==> src/rtl/trap_ctrl.sv <==
// Machine-mode trap controller at the writeback boundary.
// Arbitrates exceptions, mret and prioritised interrupts; owns the trap CSRs.
module trap_ctrl #(
   parameter int               XLEN           = 32,
   parameter int               NUM_IRQ        = 8,
   parameter logic [15:0]      IRQ_EDGE_MASK  = '0,
   parameter int               IRQ_CAUSE_BASE = 16,
   parameter logic [XLEN-1:0]  RESET_MTVEC    = '0
) (
   input  logic               clk,
   input  logic               rst,
   input  logic               mem_wb_valid,
   input  logic [XLEN-1:0]    wb_pc,
   input  logic               exception_req,
   input  logic [XLEN-1:0]    exception_cause,
   input  logic               mret_req,
   input  logic [NUM_IRQ-1:0] irq_in,
   input  logic               csr_we,
   input  logic [1:0]         csr_sel,
   input  logic [XLEN-1:0]    csr_wdata,
   output logic               flush,
   output logic [XLEN-1:0]    redirect_pc,
   output logic               trap_taken,
   output logic               mret_taken,
   output logic [XLEN-1:0]    trap_cause,
   output logic [XLEN-1:0]    mepc,
   output logic [XLEN-1:0]    mcause,
   output logic [XLEN-1:0]    mtvec,
   output logic               mstatus_mie,
   output logic [NUM_IRQ-1:0] mie,
   output logic [NUM_IRQ-1:0] mip,
   output logic               busy
);

   localparam logic [NUM_IRQ-1:0] EDGE = IRQ_EDGE_MASK[NUM_IRQ-1:0];

   typedef enum logic [1:0] {IDLE, ENTER, HOLD} state_t;

   state_t              state;
   logic                mpie;
   logic [NUM_IRQ-1:0]  irq_q;
   logic [NUM_IRQ-1:0]  edge_pend;
   logic [NUM_IRQ-1:0]  irq_act;
   logic [NUM_IRQ-1:0]  irq_oh;
   logic [3:0]          irq_idx;
   logic [XLEN-1:0]     irq_cause;
   logic [XLEN-1:0]     vec_base;
   logic                can_accept;
   logic                take_exc;
   logic                take_mret;
   logic                take_irq;

   assign mip     = (irq_in & ~EDGE) | (edge_pend & EDGE);
   assign irq_act = mip & mie;
   assign busy    = (state != IDLE);

   // Lowest index wins: scan downward so the last hit is the smallest.
   always_comb begin
      irq_idx = '0;
      irq_oh  = '0;
      for (int i = NUM_IRQ - 1; i >= 0; i--) begin
         if (irq_act[i]) begin
            irq_idx   = 4'(i);
            irq_oh    = '0;
            irq_oh[i] = 1'b1;
         end
      end
   end

   assign irq_cause = {1'b1, (XLEN-1)'(IRQ_CAUSE_BASE) + (XLEN-1)'(irq_idx)};

   assign can_accept = (state == IDLE) && mem_wb_valid;
   assign take_exc   = can_accept && exception_req;
   assign take_mret  = can_accept && !exception_req && mret_req;
   assign take_irq   = can_accept && !exception_req && !mret_req
                       && mstatus_mie && (|irq_act);

   assign vec_base = {mtvec[XLEN-1:2], 2'b00};

   always_comb begin
      redirect_pc = '0;
      trap_cause  = '0;
      if (trap_taken) begin
         trap_cause  = mcause;
         redirect_pc = vec_base;
         if (mtvec[1:0] == 2'b01 && mcause[XLEN-1])
            redirect_pc = vec_base + {mcause[XLEN-3:0], 2'b00};
      end else if (mret_taken) begin
         redirect_pc = mepc;
      end
   end

   always_ff @(posedge clk) begin
      if (rst) begin
         state       <= IDLE;
         flush       <= 1'b0;
         trap_taken  <= 1'b0;
         mret_taken  <= 1'b0;
         mepc        <= '0;
         mcause      <= '0;
         mtvec       <= RESET_MTVEC;
         mstatus_mie <= 1'b0;
         mpie        <= 1'b0;
         mie         <= '0;
         irq_q       <= '0;
         edge_pend   <= '0;
      end else begin
         irq_q      <= irq_in;
         edge_pend  <= ((edge_pend & ~(take_irq ? irq_oh : '0))
                        | (irq_in & ~irq_q)) & EDGE;
         flush      <= 1'b0;
         trap_taken <= 1'b0;
         mret_taken <= 1'b0;

         if (csr_we) begin
            case (csr_sel)
               2'd0: begin
                  mstatus_mie <= csr_wdata[3];
                  mpie        <= csr_wdata[7];
               end
               2'd1:    mie   <= csr_wdata[NUM_IRQ-1:0];
               2'd2:    mtvec <= csr_wdata;
               default: ;
            endcase
         end

         // Accept-side updates come last so they override an mstatus write.
         unique case (state)
            IDLE: begin
               if (take_exc || take_irq) begin
                  mepc        <= wb_pc;
                  mcause      <= take_exc ? exception_cause : irq_cause;
                  mpie        <= mstatus_mie;
                  mstatus_mie <= 1'b0;
                  flush       <= 1'b1;
                  trap_taken  <= 1'b1;
                  state       <= ENTER;
               end else if (take_mret) begin
                  mstatus_mie <= mpie;
                  mpie        <= 1'b1;
                  flush       <= 1'b1;
                  mret_taken  <= 1'b1;
                  state       <= ENTER;
               end
            end
            ENTER:   state <= HOLD;
            HOLD:    state <= IDLE;
            default: state <= IDLE;
         endcase
      end
   end

endmodule
==> config.mk <==
export PLATFORM = sky130hd
export DESIGN_NAME = trap_ctrl
export DESIGN_NICKNAME = d
export VERILOG_FILES = /design/src/rtl/trap_ctrl.sv
export SDC_FILE = /design/constraint.sdc
export NUM_CORES = 1
export LEC_CHECK = 0
export BUFFER_PORTS_ARGS = -buffer_cell sky130_fd_sc_hd__clkbuf_2
export CAP_MARGIN = 20
export CORE_AREA = 2 2 113 115
export CTS_BUF_LIST = sky130_fd_sc_hd__clkbuf_4
export DETAILED_ROUTE_END_ITERATION = 6
export DIE_AREA = 0 0 115 117
export HOLD_SLACK_MARGIN = 0.03
export MAX_ROUTING_LAYER = met4
export PLACE_DENSITY = 0.87
export SYNTH_ARGS = -nofsm -noshare
export SYNTH_HDL_FRONTEND = slang
export SYNTH_SLANG_ARGS = --single-unit
==> constraint.sdc <==
create_clock -name clk -period 8.6 [get_ports clk]
set_clock_uncertainty 0.1 [all_clocks]
set_input_delay 1.29 -clock clk [delete_from_list [all_inputs] [get_ports clk]]
set_output_delay 1.29 -clock clk [all_outputs]
set_load 0.02 [all_outputs]
==> metrics.md <==
| Metric | Value |
|---|---|
| Cts repair resizes | `0` |
| Slew HR | `0.387` |
| Worst Path Max Fanout | `5` |
| Status | `finished, final reports clean` |
| Worst hold path class | `flop to flop` |
| Final Hold Viols | `0` |
| Chip Width | `115 um` |
| Initial Util | `0.508` |
| Vias per inst | `5.68` |
| FMAX | `193 MHz` |
| Vias | `6935` |
| Minimum clock period | `5.18 ns` |
| Vias in the first global route | `6132` |
| Met2 Resource Use GR | `0.486` |
| CP max stage delay | `0.42 ns` |
| CP delay by family, top | `compound AO/OA/AOI/OAI gates` |
| Post-Place Worst Slack | `4.06 ns` |
| Count of cell types in the netlist | `54` |
| Fin. max-slew vios | `0` |
| Crit Path Class | `flop to output pin` |
| Die H | `117 um` |
| Crit-path slowest cell | `fa_1` |
| CP Data Required Time | `7.21 ns` |
| Hold slack | `0.328 ns` |
| Avg WL per Cell | `17.5 um` |
| CTS tree | `done` |
| Peak supply drop | `144 uV` |
| Top FF cell, synth | `dfxtp_1` |
| Syn Nets | `958` |
| Syn avg cell area | `7.67 um2` |
| Leak Pwr | `3.84 nW` |
| GRT Total Usage | `0.313` |
| Register area share after synthesis | `0.355` |
| Critical path buffer and inverter count | `1` |
| Crit path launch type | `flop` |
| CTS Root Cell | `clkbuf_4` |
| Die ar. | `13500 um2` |
| Routed Antenna Nets | `0` |
| Most common cell after layout, fill and taps aside | `clkbuf_2` |
| Number of max-cap violations | `0` |
| Syn-to-layout area delta | `26.0%` |
| Final net count | `1209` |
| Yosys warns | `0` |
| Most frequent cells in the layout | `clkbuf_2 (291), nand2_1 (196), dfxtp_1 (110)` |
| RSZ-0062 raised after global routing | `no` |
| Postcts setup bufs | `0` |
| Synth async-reset ratio | `0` |
| Residual DRC | `0` |
| CP arrival | `3.79 ns` |
| Setup TNS | `0 ns` |
| Synthesized cell area | `6260 um2` |
| Core area | `12300 um2` |
| Antenna fix cells | `0` |
| Cell row count | `41` |
| Cts hold-fix bufs | `0` |
| GR peak layer | `met2` |
| CTS H-tree depth | `3` |
| Worst-Margin Slew | `0.920 ns` |
| CP endpoint kind | `output pin` |
| # setup viols final | `0` |
| Pre-antenna DRT Iters | `5` |
| First-pass GRT wire length | `31800 um` |
| Clock buffer count from CTS | `9` |
| Iter 0 DRT Violations | `559` |
| Clk sinks | `111` |
| Port Buffers | `292` |
| Crit-path cells | `ha_1, fa_1, a21o_1, a221oi_2, o31ai_1, a211o_1, a211o_1, a221oi_2, xor2_1, o21ai_1, clkbuf_2` |
| #FFs+latches synth | `111` |
| Initial antenna violation count | `0` |
| Post-route setup slack | `3.42 ns` |
| Worst-Skew Late Latency | `0.52 ns` |
| CTS Buffer Depth | `2` |
| Post-DP HPWL | `15700 um` |
| Grt total ovfl | `0` |
| IO Count | `293` |
| Proportion of layout cells with a drive suffix above 1 | `0.304` |
| Final Wtd Congestion | `0.969` |
| Post-synthesis cell count | `816` |
| DRT Wirelength | `21400 um` |
| PwrDens | `131 nW/um2` |
| Clk pin slew, worst setup/hold paths | `0.19 ns` |
| Met3 Use GR | `0.0695` |
| Post-synth EDFFs | `0` |
| Largest net degree at the start of global routing | `87` |
| Met1 Use GR | `0.404` |
| Final worst path period share | `0.602` |
==> synthesized netlist by cell type (3+ instances only) <==
master | number | area share
and2_1 | 38 | 0.038
o21ai_0 | 7 | 0.0056
a31oi_1 | 8 | 0.0080
clkbuf_1 | 50 | 0.030
xor2_1 | 9 | 0.013
a22o_1 | 38 | 0.053
mux2i_1 | 10 | 0.016
ha_1 | 29 | 0.058
xnor2_1 | 14 | 0.020
o31ai_1 | 4 | 0.0048
o221ai_1 | 3 | 0.0042
nor3_1 | 11 | 0.0088
nand3_1 | 10 | 0.0080
dfxtp_1 | 111 | 0.36
a21o_1 | 18 | 0.022
o211ai_1 | 3 | 0.0036
nand2_1 | 196 | 0.12
nand4_1 | 3 | 0.0030
nand3b_1 | 6 | 0.0072
a22oi_1 | 3 | 0.0036
a32oi_1 | 6 | 0.0084
o21ai_1 | 33 | 0.026
inv_1 | 4 | 0.0024
a211oi_1 | 8 | 0.0096
and3_1 | 5 | 0.0050
nor2_1 | 43 | 0.026
buf_4 | 8 | 0.0096
o21a_1 | 4 | 0.0048
buf_1 | 4 | 0.0024
a2111oi_0 | 3 | 0.0042
nand2b_1 | 3 | 0.0030
a21oi_1 | 92 | 0.074
==> path summary, 6_finish.rpt <==
kind | start | endpoint | slack (ns) | cells past startpoint
worst min register to register | state[1] | state[1] | 0.33 | 1
worst max register to register | mie[3] | mcause[23] | 6.38 | 7
worst max-delay path | mcause[0] | redirect_pc[30] | 3.42 | 11
worst min-delay path | state[1] | state[1] | 0.33 | 1
==> per-layer routing <==
| metal | share of wire | vias up |
|---|---|---|
| li1 | - | 3366 |
| met1 | 0.43 | 3174 |
| met2 | 0.46 | 350 |
| met3 | 0.086 | 45 |
| met4 | 0.026 | 0 |
| met5 | 0 | - |
==> kinds of logic after synthesis <==
group / after synthesis / share of synthesized area
buffers and inverters: 67 / 0.0450
adders and majority gates: 30 / 0.0612
and+or+nand+nor: 326 / 0.230
muxes: 10 / 0.0160
xor gates and xnor gates: 23 / 0.0322
AOI/OAI and AO/OA: 249 / 0.261
DFF: 111 / 0.355
==> flip-flops by register name, indices dropped and copies added, names as in the netlist, 2 cells and up <==
| register | count |
|---|---|
| mcause | 32 |
| mepc | 32 |
| mtvec | 32 |
| mie | 8 |
| state | 2 |
==> area by class of cell <==
cell class	instances	area, um2
Clock buffer	11	82.6
Clock inverter	5	42.5
Fill cell	1088	4430
Inverter	5	18.8
Multi-Input combinational cell	638	3770
Sequential cell	111	2220
Tap cell	150	188
Timing Repair Buffer	302	1560
==> metrics by stage <==
stage	total power [mW]	area [um2]	instances	util
2_1_floorplan	0.698	6260	816	-
3_3_place_gp	0.780	7730	1205	0.628
3_5_place_dp	0.784	7730	1205	0.628
4_1_cts	1.03	7850	1221	0.638
5_1_grt	1.08	7880	1222	0.640
6_report	1.03	7880	1222	0.640
==> power breakdown <==
group / total [mW] / internal, mW / switching, mW
registers: 0.564 / 0.539 / 0.0257
logic: 0.214 / 0.0789 / 0.135
clock network: 0.253 / 0.0692 / 0.184
Note: power is estimated with default switching activity, not from simulation.
